File: config.mk
export PLATFORM = sky130hd
export DESIGN_NAME = coord_sequencer
export DESIGN_NICKNAME = d
export VERILOG_FILES = /design/src/rtl/coord_sequencer_pkg.sv /design/src/rtl/coord_sequencer_cfg_fifo.sv /design/src/rtl/coord_sequencer.sv
export SDC_FILE = /design/constraint.sdc
export NUM_CORES = 1
export LEC_CHECK = 0
export ABC_AREA = 1
export BUFFER_PORTS_ARGS = -buffer_cell sky130_fd_sc_hd__clkbuf_2
export CORE_AREA = 5 5 104 106
export CTS_BUF_LIST = sky130_fd_sc_hd__clkbuf_4 sky130_fd_sc_hd__clkbuf_8
export CTS_CLUSTER_SIZE = 30
export DETAILED_ROUTE_END_ITERATION = 10
export DIE_AREA = 0 0 109 111
export PLACE_DENSITY = 0.74
export SLEW_MARGIN = 40
export SYNTH_ARGS = -nofsm -noshare
export SYNTH_HDL_FRONTEND = slang
export SYNTH_SLANG_ARGS = --single-unit
File: constraint.sdc
create_clock -name clk -period 4.05 [get_ports clk]
set_input_delay 0.2025 -clock clk [delete_from_list [all_inputs] [get_ports clk]]
set_output_delay 0.2025 -clock clk [all_outputs]
set_load 0.005 [all_outputs]
File: src/rtl/coord_sequencer_pkg.sv
// Shared definitions for the Mandelbrot coordinate sequencer: control codes,
// sequencer state encoding and config word field layout.
package coord_defs;

  // Control codes understood by the coordinate block
  localparam logic [2:0] CTRL_SPIN          = 3'b000;
  localparam logic [2:0] CTRL_SET_LEFT      = 3'b001;
  localparam logic [2:0] CTRL_SET_TOP       = 3'b010;
  localparam logic [2:0] CTRL_NONE          = 3'b011;
  localparam logic [2:0] CTRL_SET_INC_COL_X = 3'b100;
  localparam logic [2:0] CTRL_SET_INC_COL_Y = 3'b101;
  localparam logic [2:0] CTRL_SET_INC_ROW_X = 3'b110;
  localparam logic [2:0] CTRL_SET_INC_ROW_Y = 3'b111;

  // Sequencer states
  typedef enum logic [1:0] {
    ST_CFG   = 2'b00,
    ST_START = 2'b01,
    ST_RUN   = 2'b10
  } seq_state_e;

  // Config word layout: [15:13] ctrl code, [12:0] value
  localparam int CFG_W         = 16;
  localparam int CFG_CTRL_MSB  = 15;
  localparam int CFG_CTRL_LSB  = 13;
  localparam int CFG_VALUE_MSB = 12;
  localparam int CFG_VALUE_LSB = 0;

  function automatic logic [2:0] cfg_ctrl(input logic [CFG_W-1:0] word);
    return word[CFG_CTRL_MSB:CFG_CTRL_LSB];
  endfunction

  function automatic logic [12:0] cfg_value(input logic [CFG_W-1:0] word);
    return word[CFG_VALUE_MSB:CFG_VALUE_LSB];
  endfunction

endpackage

File: src/rtl/coord_sequencer_cfg_fifo.sv
// Small synchronous FIFO buffering host config words until the sequencer is
// between frames. Push and pop may occur in the same cycle.
module cfg_fifo #(
  parameter int DEPTH = 4,
  parameter int W     = 16
) (
  input  logic         clk,
  input  logic         rst_n,
  input  logic         push,
  input  logic         pop,
  input  logic [W-1:0] din,
  output logic [W-1:0] head,
  output logic         full,
  output logic         empty
);

  localparam int AW = $clog2(DEPTH);
  localparam int NW = AW + 1;

  logic [W-1:0]  mem_r [DEPTH];
  logic [AW-1:0] wr_ptr_r;
  logic [AW-1:0] rd_ptr_r;
  logic [NW-1:0] count_r;
  logic          do_push_s;
  logic          do_pop_s;

  assign full      = (count_r == NW'(DEPTH));
  assign empty     = (count_r == NW'(0));
  assign head      = mem_r[rd_ptr_r];
  assign do_push_s = push && !full;
  assign do_pop_s  = pop && !empty;

  // Storage array: written on an accepted push, contents irrelevant when empty
  always_ff @(posedge clk) begin
    if (do_push_s) begin
      mem_r[wr_ptr_r] <= din;
    end
  end

  // Pointer and occupancy bookkeeping
  always_ff @(posedge clk or negedge rst_n) begin
    if (!rst_n) begin
      wr_ptr_r <= '0;
      rd_ptr_r <= '0;
      count_r  <= '0;
    end else begin
      if (do_push_s) begin
        wr_ptr_r <= wr_ptr_r + AW'(1);
      end
      if (do_pop_s) begin
        rd_ptr_r <= rd_ptr_r + AW'(1);
      end
      case ({do_push_s, do_pop_s})
        2'b10:   count_r <= count_r + NW'(1);
        2'b01:   count_r <= count_r - NW'(1);
        default: count_r <= count_r;
      endcase
    end
  end

endmodule

File: src/rtl/coord_sequencer.sv
// Frame sequencer for the Mandelbrot coordinate generator: walks the pixel
// raster, strobes the iterator, and replays buffered config writes only
// between frames so each frame uses one consistent parameter set.
module coord_sequencer
  import coord_defs::*;
#(
  parameter int COLS  = 320,
  parameter int ROWS  = 240,
  parameter int DEPTH = 4
) (
  input  logic                    clk,
  input  logic                    rst_n,
  input  logic                    run,
  input  logic                    pixel_advance,
  input  logic                    cfg_valid,
  input  logic [15:0]             cfg_data,
  output logic                    cfg_ready,
  output logic [2:0]              ctrl,
  output logic [12:0]             value,
  output logic                    next_row,
  output logic                    next_frame,
  output logic                    coord_load,
  output logic                    frame_done,
  output logic [$clog2(COLS)-1:0] col,
  output logic [$clog2(ROWS)-1:0] row,
  output logic                    busy
);

  localparam int CW = $clog2(COLS);
  localparam int RW = $clog2(ROWS);

  seq_state_e    state_r;
  logic [CW-1:0] col_r;
  logic [RW-1:0] row_r;

  logic          fifo_push_s;
  logic          fifo_pop_s;
  logic [15:0]   fifo_head_s;
  logic          fifo_full_s;
  logic          fifo_empty_s;
  logic          last_col_s;
  logic          last_row_s;

  assign fifo_push_s = cfg_valid && !fifo_full_s;
  assign fifo_pop_s  = (state_r == ST_CFG) && !fifo_empty_s;
  assign cfg_ready   = !fifo_full_s;
  assign last_col_s  = (col_r == CW'(COLS - 1));
  assign last_row_s  = (row_r == RW'(ROWS - 1));
  assign col         = col_r;
  assign row         = row_r;

  cfg_fifo #(
    .DEPTH (DEPTH),
    .W     (CFG_W)
  ) u_cfg_fifo (
    .clk   (clk),
    .rst_n (rst_n),
    .push  (fifo_push_s),
    .pop   (fifo_pop_s),
    .din   (cfg_data),
    .head  (fifo_head_s),
    .full  (fifo_full_s),
    .empty (fifo_empty_s)
  );

  // Sequencer FSM and raster counters; the same-cycle push keeps us in CFG so
  // a late config word is still replayed ahead of the frame
  always_ff @(posedge clk or negedge rst_n) begin
    if (!rst_n) begin
      state_r <= ST_CFG;
      col_r   <= '0;
      row_r   <= '0;
    end else begin
      case (state_r)
        ST_CFG: begin
          if (fifo_empty_s && !fifo_push_s && run) begin
            state_r <= ST_START;
          end else begin
            state_r <= ST_CFG;
          end
        end
        ST_START: begin
          col_r   <= '0;
          row_r   <= '0;
          state_r <= ST_RUN;
        end
        ST_RUN: begin
          if (pixel_advance) begin
            if (!last_col_s) begin
              col_r <= col_r + CW'(1);
            end else if (!last_row_s) begin
              col_r <= '0;
              row_r <= row_r + RW'(1);
            end else begin
              col_r   <= '0;
              row_r   <= '0;
              state_r <= ST_CFG;
            end
          end else begin
            state_r <= ST_RUN;
          end
        end
        default: begin
          state_r <= ST_CFG;
          col_r   <= '0;
          row_r   <= '0;
        end
      endcase
    end
  end

  // Output decode from state, FIFO head and the current advance request
  always_comb begin
    ctrl       = CTRL_NONE;
    value      = 13'd0;
    next_row   = 1'b0;
    next_frame = 1'b0;
    coord_load = 1'b0;
    frame_done = 1'b0;
    busy       = 1'b0;
    case (state_r)
      ST_CFG: begin
        if (!fifo_empty_s && (cfg_ctrl(fifo_head_s) != CTRL_NONE)) begin
          ctrl  = cfg_ctrl(fifo_head_s);
          value = cfg_value(fifo_head_s);
        end else begin
          ctrl  = CTRL_NONE;
          value = 13'd0;
        end
      end
      ST_START: begin
        next_frame = 1'b1;
        coord_load = 1'b1;
      end
      ST_RUN: begin
        busy = 1'b1;
        if (pixel_advance) begin
          if (last_col_s && last_row_s) begin
            frame_done = 1'b1;
          end else begin
            coord_load = 1'b1;
            next_row   = last_col_s;
          end
        end else begin
          coord_load = 1'b0;
        end
      end
      default: begin
        busy = 1'b0;
      end
    endcase
  end

endmodule

==> flow_summary.toml, run 1 <==
[timing]
slew_headroom = 0.558
hold_viol_final = 0
fmax_mhz = 380
rsz0062_at_grt = "false"
setup_viol = 0
fin_crit_sh = 0.649
fin_tns_setup_ns = 0
drv_slew = 0
skew_ns = 0.0157
tightest_slew_ns = 0.662
finalCriticalPeriod_ns = 2.63

[die]
die_w_um = 109
die_h_um = 111
rows = 36
dieArea_sq_um = 12100
initial_core_util = 0.437
coreArea_sq_um = 9680
io-pin-count = 60

[pwr]
p_int_w = 0.00201
clock_power_share = 0.209
power.leakage_nw = 2.07
p_sw_w = 0.00127
p_sw_frac = 0.387
p_per_area_nw_per_um2 = 672
ir_drop_mv = 0.315
seq_power_share = 0.382
combPwrFrac = 0.409

[yosys]
syn-cell-area_sq_um = 4240
synth_top_area_share = 0.454
synthFlopType = "edfxtp_1"
syn_inst = 428
yosysWarnings = 0
synth.area.top_cells = "edfxtp_1 (45%), dfrtp_1 (15%), nor2_1 (7.3%)"
ys_seq_elements = 90
yosysMostFrequentCell = "nor2_1"
yosysSeqAreaShare = 0.607
synth_common_cells = "nor2_1 (82), edfxtp_1 (64), nand2_1 (63), inv_1 (48), o21ai_0 (33)"
synth_async_sr_flop_share = 0.289
synth.distinct_cells = 31
avgSynthCellArea_sq_um = 9.90
yosysTopAreaCell = "edfxtp_1"
synth_edf_count = 64
synth.net_count = 461

[worst_setup_path]
r2r-end = "u_cfg_fifo.count_r[2]$_DFFE_PN0P_"
cp_max_fo = 16
worst_path_max_delay_cell = "dfrtp_1"
rrSetupSlack_ns = 1.42
r2r-start = "state_r[0]$_DFFE_PN0P_"
crit_path_start_kind = "register"
crit_path_end_kind = "register"
cp.arrival_ns = 2.85
slowest_delay_ns = 0.43
crit_chain = "inv_1 -> ha_1 -> nand2_1 -> inv_1 -> ha_1 -> inv_1 -> fa_1 -> a21oi_1 -> o21ai_0 -> xor2_1"
reg2regPathDepth = 10
crit_type = "register to register"
critPathTopFamily = "adder cells"
cp_num_buf_inv = 3
path_common_cell = "inv_1"
cp.required_ns = 4.27

[clock_network]
h-tree-depth = 3
cts_setup_buffers = 0
cts_buffers = 9
clock_sinks = 90
cts.path.max_buffers = 2
root_buffer = "clkbuf_8"
cts_tree = "built"
clk_pin_slew_ns = 0.10
clk_latency_ns = 0.36

[hold_path]
hold_class = "primary input to register"
whs_path_depth = 1
hp-start = "cfg_data[8]"
hold_end = "u_cfg_fifo.mem_r[3][8]$_DFFE_PP_"

[global_route]
track_usage = 0.150
grt_pass1_wl_um = 14400
antenna_found_initial = 1
grt_max_degree = 36
grt_overflow_total = 0
grt_pass1_vias = 2973

[detailed_routing]
drt_iter0_markers = 156
vias = 3079
drcViolationCount = 0
routed_wl_um = 8770
drtPass1Iterations = 4
drt-wirelength-per-cell_um = 14.0
viasPerCell = 4.93
ant_nets = 0

[place]
dpl.hpwl_um = 5810
dpl-instance-area_sq_um = 4640
portBuffers = 59
gp_congestion = 0.875

[final_layout]
fillerInstances = 877
final_nets = 520
diodes = 0
drive_above_1_share = 0.197
syn_to_final_growth_pct = 15.2
final_cell_area_sq_um = 4880

[run]
max_cap_viol_count = 0

[outcome]
status = "finished clean"
[power by group through the flow]
stage	combinational [W]	clock [W]	sequential (W)
finish	0.00134	0.000684	0.00125
global route	0.00151	0.000742	0.00127
CTS	0.00136	0.000702	0.00125
detailed placement	0.00135	0	0.00127
global placement	0.00130	0	0.00127
floorplan	0.000924	0	0.00126
[timing repair]
item	4_1_cts	5_1_grt
setup endpoints to repair	0	0
hold buffers	1	0
resized for setup	0	0
endpoints found under the hold margin	26	0
[worst register-to-register path: stages (launching register included)]
cell	delay, ns
dfrtp_1	0.43
inv_1	0.12
ha_1	0.23
nand2_1	0.41
inv_1	0.28
ha_1	0.17
inv_1	0.07
fa_1	0.38
a21oi_1	0.15
o21ai_0	0.12
xor2_1	0.16
[layout by cell type (no fill, tap or decap), types with 2 or more instances in the layout]
cell type / netlist / routed
nand3b_1: 2 / 2
nor3_1: 6 / 6
ha_1: 11 / 11
buf_4: 2 / 2
nand4_1: 4 / 4
inv_6: 0 / 2
xnor2_1: 2 / 2
nor2_1: 82 / 78
clkbuf_8: 0 / 9
o21ai_2: 2 / 2
edfxtp_1: 64 / 64
xor2_1: 4 / 4
o21ai_1: 9 / 9
bufinv_16: 0 / 2
nand2_2: 4 / 4
nor2_4: 0 / 4
a21oi_1: 20 / 20
inv_2: 3 / 3
o21ai_0: 33 / 33
nand2_1: 63 / 63
nand3_1: 19 / 19
nand3_2: 2 / 2
clkbuf_2: 0 / 59
nor2_2: 3 / 3
dfrtp_1: 26 / 26
inv_1: 48 / 48
[per-stage QoR]
step	util	cells	setup slack, ns	hold WS [ns]	total power [W]
floorplan	-	428	2.05	-0.0931	0.00219
global placement	0.477	608	1.55	0.257	0.00256
detailed placement	0.479	608	1.46	0.272	0.00262
CTS	0.504	625	1.43	0.0466	0.00331
global route	0.504	625	1.25	0.0432	0.00352
finish	0.504	625	1.42	0.0644	0.00328
[layer usage]
layer	global-route usage	up-vias	wire length [um]
met3	0.0530	6	676
met1	0.201	1442	3950
met4	0.0404	2	53
li1	-	1529	-
met2	0.231	100	4080
met5	0	-	7
[flip-flops by register name, summed over array words and instances, names as in the netlist]
register / count
u_cfg_fifo.wr_ptr_r: 2
state_r: 2
row: 8
u_cfg_fifo.count_r: 3
u_cfg_fifo.mem_r: 64
u_cfg_fifo.rd_ptr_r: 2
col: 9
[how the worst max path moves through the flow]
stage	startpoint	to	slack, ns	cells after the start
4_1_cts	state_r[0]$_DFFE_PN0P_	u_cfg_fifo.count_r[2]$_DFFE_PN0P_	1.43	10
3_5_place_dp	state_r[0]$_DFFE_PN0P_	u_cfg_fifo.count_r[2]$_DFFE_PN0P_	1.46	10
2_1_floorplan	state_r[0]$_DFFE_PN0P_	u_cfg_fifo.count_r[2]$_DFFE_PN0P_	2.05	10
5_1_grt	state_r[0]$_DFFE_PN0P_	u_cfg_fifo.count_r[2]$_DFFE_PN0P_	1.25	10
6_report	state_r[0]$_DFFE_PN0P_	u_cfg_fifo.count_r[2]$_DFFE_PN0P_	1.42	10
3_3_place_gp	state_r[0]$_DFFE_PN0P_	u_cfg_fifo.count_r[2]$_DFFE_PN0P_	1.55	10
[area by class of cell]
cell class,instances,area (sq um),area share
Sequential cell,90,2570,0.527
Multi-Input combinational cell,273,1400,0.287
Timing Repair Buffer,62,320,0.0657
Inverter,51,191,0.0392
Tap cell,133,166,0.0341
Clock buffer,10,131,0.0269
Clock inverter,6,96.3,0.0197
[logic make-up (layout without fill, tap and decap cells)]
family                   after synthesis  count (layout)  synth area share
AND/OR/NAND/NOR                      186             186             0.185
flip-flops                            90              90             0.607
multiplexers                           1               1           0.00236
adder cells (fa/ha/maj)               12              12            0.0372
AO/OA/AOI/OAI                         68              68            0.0863
XOR/XNOR                               6               6            0.0124
buffers and inverters                 65             129            0.0691
Note: power is estimated with default switching activity, not from simulation.
==> inputs of run 2 (changes only) <==
Settings changed: PLACE_DENSITY 0.74 to 0.76.
Clock period 4.05 ns to 2.29 ns, I/O delays scaled along.
==> run 2 against run 1 <==
Largest cell class unchanged; largest power group unchanged; flip-flop and latch count stayed put; cell count rose by 3.8%; sequential power is 80% higher; wire length grew 1.6%; power up 75%; critical path type is now register to output pin.
==> flow_summary.toml, run 2 (synthesized netlist as in run 1, its figures left out) <==
[worst_setup_path]
cp_max_fo = 31
cp.required_ns = 2.18
cp.arrival_ns = 1.94
path_common_cell = "nand2_1"
rrSetupSlack_ns = 0.24
slowest_delay_ns = 0.42
crit_chain = "buf_4 -> o21ai_0 -> nand2_1 -> nand3_4 -> nand2_1 -> inv_1 -> clkbuf_2"
crit_path_end_kind = "output pin"
crit_path_start_kind = "register"
worst_path_max_delay_cell = "dfrtp_1"
crit_type = "register to output pin"

[die]
coreArea_sq_um = 9680
initial_core_util = 0.437
io-pin-count = 60
rows = 36
die_w_um = 109
dieArea_sq_um = 12100
die_h_um = 111

[detailed_routing]
vias = 3141
drt_iter0_markers = 124
drcViolationCount = 0
drt-wirelength-per-cell_um = 13.7
viasPerCell = 4.84
routed_wl_um = 8910
ant_nets = 0
drtPass1Iterations = 4

[global_route]
grt_pass1_wl_um = 14900
grt_pass1_vias = 3157
track_usage = 0.156
grt_overflow_total = 0
antenna_found_initial = 0
grt_max_degree = 32

[clock_network]
h-tree-depth = 3
cts.path.max_buffers = 2
clock_sinks = 90
cts_setup_buffers = 0
root_buffer = "clkbuf_8"
clk_latency_ns = 0.35
cts_buffers = 9
cts_tree = "built"
clk_pin_slew_ns = 0.10

[final_layout]
fillerInstances = 860
final_cells = 649
final_nets = 544
final_cell_mix = "nor2_1 (82), edfxtp_1 (64), nand2_1 (63)"
drive_above_1_share = 0.205
diodes = 0
syn_to_final_growth_pct = 19.5
top_register = "u_cfg_fifo.mem_r"
largest_register_ff_count = 64
layout_commonest_cell = "nor2_1"

[pwr]
p_sw_frac = 0.401
p_sw_w = 0.00230
power.total_w = 0.00574
p_int_w = 0.00343
combPwrFrac = 0.421
clock_power_share = 0.187
ir_drop_mv = 0.540
power.leakage_nw = 2.17
p_per_area_nw_per_um2 = 1130
seq_power_share = 0.392

[timing]
fin_tns_setup_ns = 0
skew_ns = 0.0156
slew_headroom = 0.543
finalCriticalPeriod_ns = 2.05
setup_viol = 0
hold_viol_final = 0
fin_crit_sh = 0.897
fmax_mhz = 487
drv_slew = 0
rsz0062_at_grt = "false"
tightest_slew_ns = 0.685

[place]
dp.cells = 616
portBuffers = 59
gp_congestion = 0.847
dpl.hpwl_um = 6000

[run]
max_cap_viol_count = 0

[outcome]
status = "finished clean"

[hold_path]
hold_class = "primary input to register"
==> run 2: layout make-up <==
cell class,instances,area [sq um],area share
Clock buffer,9,124,0.0245
Multi-Input combinational cell,273,1380,0.273
Timing Repair Buffer,86,541,0.107
Sequential cell,90,2570,0.508
Clock inverter,7,81.3,0.0161
Tap cell,133,166,0.0329
Inverter,51,194,0.0383
==> run 2: critical path, delay by kind of cell, from the launching register on <==
kind            cells  cell delay, ns
compound gates      1            0.31
buf+inv             3            0.45
flops               1            0.42
simple gates        3            0.42
==> run 2: path summary, 6_finish.rpt <==
| kind | start | to | cells after the start |
|---|---|---|---|
| setup / recovery | u_cfg_fifo.rd_ptr_r[0]$_DFFE_PN0P_ | value[0] | 7 |
| min in group asynchronous | rst_n | row[1]$_DFFE_PN0P_ | 2 |
| setup reg to reg | state_r[0]$_DFFE_PN0P_ | u_cfg_fifo.count_r[2]$_DFFE_PN0P_ | 10 |
| hold reg to reg | u_cfg_fifo.count_r[0]$_DFFE_PN0P_ | u_cfg_fifo.count_r[0]$_DFFE_PN0P_ | 1 |
| max in group asynchronous | rst_n | u_cfg_fifo.rd_ptr_r[1]$_DFFE_PN0P_ | 2 |
| hold / removal | cfg_valid | state_r[0]$_DFFE_PN0P_ | 4 |
==> run 2: power by group through the flow <==
stage	clock (W)	combinational, W	sequential (W)
floorplan	0	0.00163	0.00223
global placement	0	0.00230	0.00226
detailed placement	0	0.00238	0.00228
CTS	0.00111	0.00242	0.00224
global route	0.00117	0.00279	0.00228
finish	0.00107	0.00241	0.00225
==> run 2: per-layer routing <==
layer / GRT usage / vias to the layer above / wire length, um
met3: 0.0349 / 2 / 531
met5: 0 / - / 0
li1: - / 1582 / -
met4: 0.0370 / 0 / 38
met2: 0.264 / 97 / 4500
met1: 0.200 / 1460 / 3840
==> run 2: timing repair <==
action / CTS / global route
hold endpoints to repair: 90 / 0
gates resized for setup: 0 / 9
hold buffers: 17 / 0
endpoints found under the setup margin: 0 / 16
==> run 2: stage by stage <==
step	hold slack (ns)	area, sq um	util	worst slack [ns]
3_5_place_dp	0.192	4670	0.482	0.159
5_1_grt	0.0433	5060	0.523	0.0324
6_report	0.0301	5060	0.523	0.236
3_3_place_gp	0.184	4670	0.482	0.271
2_1_floorplan	-0.181	4240	-	0.289
4_1_cts	0.0157	5050	0.521	0.0249
==> inputs of run 3 (changes only) <==
Settings changed: GPL_TIMING_DRIVEN set to 0, SETUP_SLACK_MARGIN set to 0.4.
==> run 3 against run 2 <==
Clock-buffer cell count increased by 1; flip-flop and latch count unchanged; register-to-register slack improved by 0.15 ns; first-iteration DRC count increased by 43%; cell count increased by 5.5%; global-route usage increased by 0.68 points; final area increased by 9.7%; worst setup slack improved by 0.14 ns; power increased by 16%.
==> flow_summary.toml, run 3 (synthesized netlist as in run 1, its figures left out) <==
[hold_path]
hold_class = "primary input to register"

[pwr]
seq_power_share = 0.336
p_sw_frac = 0.388
ir_drop_mv = 0.717
p_per_area_nw_per_um2 = 1190
p_sw_w = 0.00258
power.leakage_nw = 2.37
combPwrFrac = 0.495
clock_power_share = 0.169
p_int_w = 0.00406

[die]
initial_core_util = 0.437
die_h_um = 111
dieArea_sq_um = 12100
rows = 36
die_w_um = 109
io-pin-count = 60
coreArea_sq_um = 9680

[worst_setup_path]
crit_path_end_kind = "output pin"
crit_path_start_kind = "register"
crit_type = "register to output pin"
cp_max_fo = 4
cp.required_ns = 2.18
cp.arrival_ns = 1.80

[timing]
skew_ns = 0.0111
holdWs_ns = 0.0978
setup_viol = 0
hold_viol_final = 0
finalCriticalPeriod_ns = 1.92
rsz0062_at_grt = "true"
tightest_slew_ns = 0.697
fin_crit_sh = 0.837
drv_slew = 0
slew_headroom = 0.535
fmax_mhz = 522

[global_route]
grt_max_degree = 27
grt_pass1_vias = 3301
antenna_found_initial = 0
grt_overflow_total = 0
grt_pass1_wl_um = 15500
track_usage = 0.162

[final_layout]
drive_above_1_share = 0.319
layout_commonest_cell = "nor2_1"
final_nets = 580
largest_register_ff_count = 64
final_cell_mix = "nor2_1 (75), edfxtp_1 (64), clkbuf_2 (60)"
final_cell_area_sq_um = 5560
syn_to_final_growth_pct = 31.2
top_register = "u_cfg_fifo.mem_r"
diodes = 0

[run]
max_cap_viol_count = 0

[detailed_routing]
routed_wl_um = 9930
vias = 3365
drt-wirelength-per-cell_um = 14.5
drcViolationCount = 0
ant_nets = 0
drtPass1Iterations = 4
viasPerCell = 4.91
drt_iter0_markers = 177

[clock_network]
clock_sinks = 90
clk_pin_slew_ns = 0.09
clk_latency_ns = 0.36
cts.path.max_buffers = 2
root_buffer = "clkbuf_8"
cts_buffers = 9
cts_tree = "built"
h-tree-depth = 3

[place]
dpl-instance-area_sq_um = 4740
gp_congestion = 0.848
dpl.hpwl_um = 6220
portBuffers = 59

[outcome]
status = "finished clean"
[run 3: power groups by stage]
stage | combinational (W) | clock, W | sequential, W
after floorplan | 0.00165 | 0 | 0.00223
after global placement | 0.00241 | 0 | 0.00225
after detailed placement | 0.00253 | 0 | 0.00226
after CTS | 0.00292 | 0.00114 | 0.00222
after global routing | 0.00363 | 0.00122 | 0.00225
final | 0.00328 | 0.00112 | 0.00223
[run 3: what timing repair did]
item                                   in CTS  in global routing
pin swaps                                   5                 10
hold buffers                               17                  0
setup buffers                              17                 14
gates resized for setup                    31                 38
cloned                                      1                  0
setup endpoints to repair                  19                 18
endpoints found under the hold margin      90                  0
[run 3: metrics by stage]
stage	setup slack, ns	TNS, ns	std cells	power [W]	utilization
6_report	0.373	0	685	0.00663	0.574
5_1_grt	0.266	0	685	0.00710	0.574
4_1_cts	0.375	0	671	0.00629	0.550
3_5_place_dp	0.0638	0	620	0.00479	0.490
3_3_place_gp	-0.0362	-1.20	620	0.00466	0.487
2_1_floorplan	0.410	0	428	0.00388	-
[run 3: final timing paths]
| check | startpoint | to | slack (ns) | cells after the start |
|---|---|---|---|---|
| min | cfg_valid | state_r[0]$_DFFE_PN0P_ | 0.1 | 4 |
| max in group asynchronous | rst_n | col[3]$_DFFE_PN0P_ | 1.48 | 2 |
| min reg2reg | u_cfg_fifo.count_r[0]$_DFFE_PN0P_ | u_cfg_fifo.count_r[0]$_DFFE_PN0P_ | 0.48 | 1 |
| max reg2reg | state_r[0]$_DFFE_PN0P_ | u_cfg_fifo.count_r[2]$_DFFE_PN0P_ | 0.39 | 10 |
| min in group asynchronous | rst_n | row[0]$_DFFE_PN0P_ | 0.33 | 2 |
| max | u_cfg_fifo.rd_ptr_r[1]$_DFFE_PN0P_ | value[0] | 0.37 | 9 |
[run 3: critical path, stage by stage, from the launching register on]
cell and delay (ns):
dfrtp_1 0.38, buf_6 0.13, buf_4 0.13, buf_4 0.14, nor2_1 0.09, o21ai_0 0.12, a21oi_2 0.20, nand2_1 0.08
inv_1 0.06, clkbuf_2 0.10
[run 3: layer usage]
metal | part of all wire | vias to the layer above | global-route usage
met2 | 0.51 | 125 | 0.269
li1 | - | 1650 | -
met1 | 0.42 | 1578 | 0.207
met5 | 0 | - | 0
met4 | 0.0094 | 0 | 0.0463
met3 | 0.058 | 12 | 0.0437
[run 3: layout make-up]
cell class / count / area, sq um
fill: 773 / 4130
sequential: 90 / 2580
multi-input combinational: 273 / 1530
timing repair buffer: 108 / 732
inverter: 51 / 200
tap: 133 / 166
buffer: 14 / 141
clock buffer: 10 / 131
clock inverter: 6 / 73.8
